==> config.mk <==
export PLATFORM = sky130hd
export DESIGN_NAME = processor_control
export DESIGN_NICKNAME = d
export VERILOG_FILES = /design/src/rtl/processor_control.sv
export SDC_FILE = /design/constraint.sdc
export NUM_CORES = 1
export LEC_CHECK = 0
export BUFFER_PORTS_ARGS = -buffer_cell sky130_fd_sc_hd__buf_2
export CAP_MARGIN = 20
export CELL_PAD_IN_SITES_DETAIL_PLACEMENT = 0
export CELL_PAD_IN_SITES_GLOBAL_PLACEMENT = 2
export CORE_AREA = 8 8 71 73
export CTS_BUF_LIST = sky130_fd_sc_hd__clkbuf_16
export CTS_CLUSTER_SIZE = 16
export DETAILED_ROUTE_END_ITERATION = 6
export DIE_AREA = 0 0 79 81
export GPL_ROUTABILITY_DRIVEN = 0
export PLACE_DENSITY = 0.84
export SLEW_MARGIN = 20
export SYNTH_ARGS = -nofsm -noshare
export SYNTH_HDL_FRONTEND = slang
export SYNTH_SLANG_ARGS = --single-unit
==> constraint.sdc <==
create_clock -name clock -period 1.25 [get_ports clock]
set_input_delay 0.0625 -clock clock [delete_from_list [all_inputs] [get_ports clock]]
set_output_delay 0.0625 -clock clock [all_outputs]
set_load 0.05 [all_outputs]
==> src/rtl/processor_control.sv <==
// rtl/processor_control.sv - multicycle datapath control unit: fetch, decode and 1-3 execute cycles
module processor_control #(
    parameter int IW   = 8,
    parameter int SW_W = 4
) (
    input  logic            clock,
    input  logic            reset,
    input  logic            run,
    input  logic [15:0]     isr,
    output logic [15:0]     rout,
    output logic [15:0]     ren,
    output logic            addxor,
    output logic            increment,
    output logic            done,
    output logic [SW_W-1:0] currstate,
    output logic [SW_W-1:0] nextstate,
    output logic [1:0]      opcode
);

    typedef enum logic [SW_W-1:0] {
        ST_IDLE  = SW_W'(0),
        ST_FETCH = SW_W'(1),
        ST_EX1   = SW_W'(2),
        ST_EX2   = SW_W'(3),
        ST_EX3   = SW_W'(4)
    } state_t;

    localparam logic [1:0] OP_MV  = 2'b00;
    localparam logic [1:0] OP_MVI = 2'b01;

    localparam int B_G      = 8;
    localparam int B_A      = 9;
    localparam int B_EXTERN = 10;
    localparam int B_ISR    = 11;

    logic [SW_W-1:0] state_q;
    logic [SW_W-1:0] state_d;
    logic [2:0]      rx;
    logic [2:0]      ry;
    logic            unused_isr;

    assign opcode     = isr[IW-1:IW-2];
    assign rx         = isr[IW-3:IW-5];
    assign ry         = isr[IW-6:IW-8];
    assign unused_isr = ^isr[15:IW];

    always_ff @(posedge clock) begin
        if (reset) begin
            state_q <= ST_IDLE;
        end else begin
            state_q <= state_d;
        end
    end

    always_comb begin
        state_d   = ST_IDLE;
        rout      = 16'h0000;
        ren       = 16'h0000;
        addxor    = 1'b0;
        increment = 1'b0;
        done      = 1'b0;
        case (state_q)
            ST_IDLE: begin
                state_d = run ? ST_FETCH : ST_IDLE;
            end
            ST_FETCH: begin
                rout[B_EXTERN] = 1'b1;
                ren[B_ISR]     = 1'b1;
                increment      = 1'b1;
                state_d        = ST_EX1;
            end
            ST_EX1: begin
                if (opcode == OP_MV) begin
                    rout[ry] = 1'b1;
                    ren[rx]  = 1'b1;
                    done     = 1'b1;
                    state_d  = run ? ST_FETCH : ST_IDLE;
                end else if (opcode == OP_MVI) begin
                    rout[B_EXTERN] = 1'b1;
                    ren[rx]        = 1'b1;
                    increment      = 1'b1;
                    done           = 1'b1;
                    state_d        = run ? ST_FETCH : ST_IDLE;
                end else begin
                    rout[rx] = 1'b1;
                    ren[B_A] = 1'b1;
                    state_d  = ST_EX2;
                end
            end
            ST_EX2: begin
                rout[ry] = 1'b1;
                ren[B_G] = 1'b1;
                addxor   = opcode[0];
                state_d  = ST_EX3;
            end
            ST_EX3: begin
                rout[B_G] = 1'b1;
                ren[rx]   = 1'b1;
                done      = 1'b1;
                state_d   = run ? ST_FETCH : ST_IDLE;
            end
            default: begin
                state_d = ST_IDLE;
            end
        endcase
    end

    assign currstate = state_q;
    assign nextstate = reset ? SW_W'(0) : state_d;

endmodule
# Word-level counts from Yosys, hierarchy flattened
# Cells that the tools add are included.
word_totals:
  reg_bits: 4
  inputBits: 19
  out_inout_bits: 45
  wordCells: 44
op_classes:
  magnitude_cmp: 4
  eq_ne: 5
  muxes: 29
  n_reduce_logical: 5
op_table:
  columns: ["operator", "count"]
  rows:
  - ["8-bit one-hot mux with 2 select lines", 2]
  - ["8-bit 2-to-1 mux", 2]
  - ["4-bit one-hot mux with 4 select lines", 1]
  - ["1-bit one-hot mux with 2 select lines", 6]
  - ["11-bit 2-to-1 mux", 1]
  - ["3-bit by 5-bit less-than comparator with 1-bit output, second input constant", 2]
  - ["1-bit 2-to-1 mux", 10]
  - ["10-bit 2-to-1 mux", 1]
  - ["4-bit by 2-bit == test with 1-bit output, second input constant", 2]
  - ["4-bit 2-to-1 mux", 2]
  - ["1-bit demux with 3-bit select", 2]
  - ["3-bit by 1-bit greater-or-equal comparator with 1-bit output, second input constant", 2]
  - ["4-bit by 1-bit == test with 1-bit output, second input constant", 1]
  - ["4-bit by 3-bit == test with 1-bit output, second input constant", 1]
  - ["4-bit zero test", 1]
  - ["2-bit 2-to-1 mux", 2]
  - ["2-bit by 1-bit == test with 1-bit output, second input constant", 1]
  - ["1-bit logical AND", 2]
  - ["2-bit zero test", 1]
  - ["2-bit OR reduction", 1]

# Longest topological paths before layout
# Gate-level depths: netlist of run 1.
depth:
  depth_word: 7
  depth_mapped: 4
  ltp_nobuf: 3

# Worst setup path before layout of run 1
# Ideal clock, no wire load.
synth_path:
  kind: "register to register"
  start: "register state_q[1] (netlist: currstate[1])"
  end: "register state_q[0] (netlist: currstate[0])"
  setup_ns: 0.384
  arrival_ns: 3.488
  t_required_ns: 0.866
  path_slack_ns: -2.622
  stages_incl_launch_ff: 4
  path_buffers: 1
  cell_sequence: "dfxtp_1 > buf_4 > a21oi_1 > a2111oi_0"
synth_via:
  elab_chain_cells: 4
synth_rtl:
  columns: ["item", "line", "rtl"]
  rows:
  - ["start, declared", "36", "logic [SW_W-1:0] state_q;"]
  - ["start signal, assigned", "51", "state_q <= state_d;"]
  - ["4-bit by 3-bit == test with 1-bit output or 4-bit zero test (tied branches)", "62", "case (state_q)"]
  - ["2-bit OR reduction (no source line)", null, null]
  - ["4-bit one-hot mux with 4 select lines (*)", "62", null]
  - ["4-bit 2-to-1 mux (*)", null, null]
  - ["via nextstate[0]", "16", "output logic [SW_W-1:0] nextstate,"]
# The timed path passes the listed nets; every way through them passes the cells marked *.

# Worst setup path in the final report of run 1
layout_path:
  start: "register state_q[1] (netlist: currstate[1])"
  end: "output port nextstate[1]"
layout_via:
  elab_chain_cells: 4
layout_rtl:
  columns: ["item", "line", "rtl"]
  rows:
  - ["4-bit by 3-bit == test with 1-bit output or 4-bit zero test (tied branches)", "62", null]
  - ["2-bit OR reduction (no source line)", null, null]
  - ["4-bit one-hot mux with 4 select lines (*)", "62", null]
  - ["4-bit 2-to-1 mux (*)", "109", "assign nextstate = reset ? SW_W'(0) : state_d;"]
  - ["end, declared", "16", null]
# Every way passes the cells marked *; elsewhere a longest branch is shown, timed or not.

==> results of run 1 <==
-- metrics by stage --
step / setup WS, ps / hold WS [ps] / util (%) / cells / total power (uW)
after global placement: -127 / 341 / 30.3 / 171 / 544
final: -252 / 116 / 39.0 / 178 / 1110
after CTS: -247 / 116 / 37.9 / 177 / 1110
after global routing: -296 / 138 / 39.0 / 178 / 1150
after detailed placement: -137 / 344 / 30.3 / 171 / 549
after floorplan: -373 / 184 / - / 82 / 473
-- report_power, final --
part           internal [uW]  total [uW]  switching (uW)
Clock                    413         508            94.4
Sequential              98.0         106            7.83
Combinational            158         500             342
Total                    669        1110             444
-- worst max-delay path: cells and delay by family (launching register included) --
family | cells | cell delay [ps]
buffers and inverters | 2 | 330
flip-flops | 1 | 350
AO/OA/AOI/OAI | 1 | 280
AND/OR/NAND/NOR | 1 | 260
-- Yosys cell counts (all sizes together) --
cell type,instances
a2111oi,1
a211oi,1
a21oi,2
and2,1
and3b,1
and4bb,1
buf,18
conb,1
dfxtp,3
inv,3
nand2,4
nand2b,4
nand3b,2
nand4b,1
nand4bb,1
nor2b,2
nor3,8
nor3b,3
o21bai,2
o22ai,3
o32ai,5
or2,2
or2b,1
-- how the worst max path moves through the flow --
stage | cells past startpoint | slack [ps] | from | to
2_1_floorplan | 3 | -370 | currstate[1]$_DFF_P_ | currstate[0]$_DFF_P_
3_3_place_gp | 4 | -130 | currstate[1]$_DFF_P_ | nextstate[1]
3_5_place_dp | 4 | -140 | currstate[1]$_DFF_P_ | nextstate[0]
4_1_cts | 4 | -250 | currstate[1]$_DFF_P_ | nextstate[1]
5_1_grt | 5 | -300 | currstate[1]$_DFF_P_ | nextstate[2]
6_report | 4 | -250 | currstate[1]$_DFF_P_ | nextstate[1]
-- kinds of logic (layout without fill, tap and decap cells) --
| kind of cell | count (synthesis) | after routing | synth area share (%) |
|---|---|---|---|
| buf+inv | 21 | 66 | 26.9 |
| other cells | 1 | 13 | 0.702 |
| flops | 3 | 3 | 11.2 |
| simple gates | 31 | 31 | 40.3 |
| compound gates | 14 | 15 | 20.8 |
-- metal layers --
| metal | global-route usage (%) | up-vias | part of all wire [%] |
|---|---|---|---|
| met2 | 14.9 | 38 | 51 |
| met4 | 4.44 | 0 | 1.7 |
| li1 | - | 346 | - |
| met1 | 9.29 | 328 | 41 |
| met5 | 0 | - | 0 |
| met3 | 2.10 | 5 | 7.2 |
-- final cells by class --
cell class / count / area (sq um) / share of cell area, %
Sequential cell: 3 / 71.3 / 4.67
Multi-Input combinational cell: 59 / 761 / 49.8
Clock inverter: 1 / 3.75 / 0.246
Tap cell: 50 / 62.6 / 4.10
Inverter: 3 / 11.3 / 0.738
Clock buffer: 3 / 75.1 / 4.92
Timing Repair Buffer: 59 / 542 / 35.5
-- what timing repair did --
item | CTS | global route
pin swaps | 15 | 2
buffers inserted | 1 | 1
resized for setup | 62 | 5
setup endpoints to repair | 27 | 27
cloned | 1 | 0
==> impl_results.md, run 1 <==
- Status: complete, but fails checks
- Failing checks: setup timing
- Clk_lat worst skew: 230 ps
- Initial antenna violation count: 0
- Worst setup EP type: output port
- Most used cell, CP: buf_6
- Vias per inst: 4.03
- Fin crit share: 120%
- Slew Viols, Final: 0
- Final nets: 148
- Max-cap check violation count: 0
- R2R depth: 4
- Largest net degree at the start of global routing: 8
- Hold Path Depth: 2
- Final WL: 2.67 mm
- Die W: 79 microns
- Pwr/cell area: 729 mW/mm^2
- Cell count after synthesis: 70
- DRT Pass-1 Iters: 4
- Hold WC Path Type: primary input to flop
- Most common cell after layout, fill and taps aside: buf_6
- Peak VDD IR: 0.400 mV
- Synth area leaders: buf_4 (24%), dfxtp_1 (11%), o32ai_1 (8.2%)
- Number of I/O pins: 64
- Slowest-stage cell, CP: dfxtp_4
- Total track usage: 8.48%
- Number of flip-flops in the largest register: 3
- Crit-path max cell delay: 350 ps
- Final setup fails: 27
- Mapped Area: 534 sq um
- Die area: 0.00640 sq mm
- Leak: 0.000649 uW
- Fin Setup TNS: -5280 ps
- Clock transition at the registers of the reported paths: 30 ps
- Fmax: 0.666 GHz
- CTS Root Cell: clkbuf_16
- Post-DP HPWL: 2.14 mm
- Count of hold-fix buffers inserted at cts: 0
- Netlist cell types: 26
- Post-synthesis sequential area ratio: 11.2%
- Clk sinks: 3
- Initial Util: 13.7%
- CP Class: flop to output port
- Wirelength per Cell: 15.0 microns
- Layout area overhead: 186%
- Top-area cell type share of the netlist area: 23.9%
- Flop-to-flop setup slack: 120 ps
- Vias: 717
- Worst setup margin: -252 ps
- Core area: 0.00391 sq mm
- First-pass GRT wire length: 4.32 mm
- Post-synthesis sequential element count: 3
- WP data arrival: 1440 ps
- Placed instance area: 0.00118 sq mm
- CTS max path bufs: 2
- Final Hold Fails: 0
- Syn Area/Cell: 7.63 sq um
- Vias in the first global route: 853
- FF-to-FF End: currstate[2]$_DFF_P_
- Yosys warning total: 0
- Hold Crit Endpoint: currstate[1]$_DFF_P_
- Rows: 23
- Num CTS Buffers: 3
- Startpoint types: flop
- Clock Skews: 0.516 ps
- CP max FO: 5
- Worst r2r src: currstate[1]$_DFF_P_
- Fin crit period: 1500 ps
- Filler Cells Inserted: 394
- CP Cell Sequence: buf_6 > or2b_4 > a211oi_4 > buf_6
- HP Start: reset
- Most frequent cells in the layout: buf_6 (27), buf_2 (15), conb_1 (13), buf_4 (13), nor3_4 (8)
- CTS tree: yes
- Antenna cells: 0
- Data required, critical path: 1190 ps
- Routed Antenna Nets: 0
- Synth area leader: buf_4
- Fin area: 0.00153 sq mm
- DRC Markers: 0
- H-tree depth: 1
- Initial DRC Count: 31
- Port bufs: 42
- Grt ovf: 0
- Layout cells sized above 1: 81.3%
- RSZ-0062 raised after global routing: true
- Die Y: 81 microns
Power figures use the tool's default switching activity.
==> run 2, diff against run 1 <==
Settings changed: ABC_CLOCK_PERIOD_IN_PS set to 1700, SLEW_MARGIN 20 to 10.
Clock period 1.25 ns to 1.7 ns, I/O delays scaled along.
==> run 2 against run 1 <==
- the run now ends clean
- clock power is 28% lower
- first-iteration DRC count down 39%
- hold slack got worse by 4.3 ps
- setup slack gained 340 ps
- critical endpoint unchanged
==> impl_results.md, run 2 (synthesized netlist as in run 1, its figures left out) <==
- Port bufs: 42
- Filler Cells Inserted: 433
- RSZ-0062 raised after global routing: false
- Final nets: 133
- Pre-CTS WS: 216 ps
- Clk sinks: 3
- Fin crit period: 1610 ps
- DRT Pass-1 Iters: 2
- Placed cell count: 159
- Pwr/cell area: 662 mW/mm^2
- Clk_lat worst skew: 220 ps
- Hold WC Path Type: primary input to flop
- Wirelength per Cell: 13.7 microns
- Layout area overhead: 105%
- Die W: 79 microns
- Fin crit share: 94.9%
- Vias per inst: 3.93
- Power, Total: 726 uW
- Clock Skews: 0.754 ps
- Most common cell after layout, fill and taps aside: buf_2
- Vias: 641
- Die Y: 81 microns
- Final Hold Fails: 0
- Final WL: 2.23 mm
- Peak VDD IR: 0.350 mV
- Total track usage: 6.89%
- H-tree depth: 1
- Status: complete, no violations
- Layout Cells excl Fill: 163
- Number of I/O pins: 64
- Slew Viols, Final: 0
- Layout cells sized above 1: 73.5%
- First-pass GRT wire length: 3.53 mm
- WP data arrival: 1530 ps
- Initial antenna violation count: 0
- Max-cap check violation count: 0
- Initial Util: 13.7%
- CTS max path bufs: 2
- Fmax: 0.620 GHz
- CTS Root Cell: clkbuf_16
- Fin Setup TNS: 0 ps
- Die area: 0.00640 sq mm
- Hold Worst Slack: 112 ps
- DRC Markers: 0
- Leak: 0.000478 uW
- Core area: 0.00391 sq mm
- WL met3: 238 microns
- Post-DP HPWL: 1.98 mm
- Initial DRC Count: 19
- Worst setup EP type: output port
- Met2 wire len: 1.03 mm
- Num CTS Buffers: 3
- Clock transition at the registers of the reported paths: 30 ps
- Most frequent cells in the layout: buf_2 (31), conb_1 (13), nor3_2 (7), buf_4 (7), clkbuf_4 (7)
- CP max FO: 9
- Grt ovf: 0
- Largest net degree at the start of global routing: 10
- DRT met1 WL: 932 microns
- Rows: 23
- Data required, critical path: 1620 ps
- Routed Antenna Nets: 0
- Vias in the first global route: 740
- CP Class: flop to output port
- Worst setup margin: 86.7 ps
- Number of flip-flops in the largest register: 3
- Final setup fails: 0
- Startpoint types: flop
- Antenna cells: 0
- CTS tree: yes
- Top routing layer used: met4
run 2: cell count changes in the layout (fill, tap and decap cells not counted), sizes merged:
cell | before | now
o21bai | 3 | 2
buf | 59 | 38
clkbuf | 3 | 10
run 2: final timing paths:
path	startpoint	end	slack (ps)	cells past startpoint
max	currstate[1]$_DFF_P_	nextstate[1]	90	4
min	reset	currstate[2]$_DFF_P_	110	2
max reg2reg	currstate[1]$_DFF_P_	currstate[0]$_DFF_P_	540	3
min reg2reg	currstate[0]$_DFF_P_	currstate[0]$_DFF_P_	590	2
run 2: metrics by stage:
| stage | area (sq um) | utilization (%) |
|---|---|---|
| 3_3_place_gp | 977 | 25.0 |
| 6_report | 1100 | 28.0 |
| 3_5_place_dp | 977 | 25.0 |
| 5_1_grt | 1100 | 28.0 |
| 4_1_cts | 1060 | 27.2 |
| 2_1_floorplan | 817 | - |
run 2: timing repair:
item                       CTS  global route
resized for setup            3            12
pin swaps                    0             0
hold buffers                 0             0
setup endpoints to repair    3            17
buffers inserted             0             0
run 2: layout make-up:
cell class	count	area (sq um)	area share (%)
clock buffers	3	75.1	6.85
clock inverters	1	3.75	0.342
well taps	50	62.6	5.71
flip-flops and latches	3	63.8	5.82
inverters	3	11.3	1.03
multi-input cells	58	619	56.5
repair buffers	45	260	23.7
run 2: routing by layer:
metal / vias up / GRT usage (%)
met5: - / 0
met4: 0 / 3.33
met3: 2 / 2.65
met2: 40 / 10.9
met1: 288 / 7.98
li1: 311 / -
run 2: worst max-delay path, cell delays in order (launching register included):
cell	delay (ps)
dfxtp_2	350
buf_4	180
or2b_1	260
a211oi_2	210
buf_2	300
run 2: power breakdown:
group          switching (uW)  total, uW  internal, uW  leakage [uW]
Combinational             220        282          61.7      0.000410
Sequential               4.94       80.0          75.1     0.0000258
Clock                    60.9        364           303     0.0000423
Total                     286        726           440      0.000478
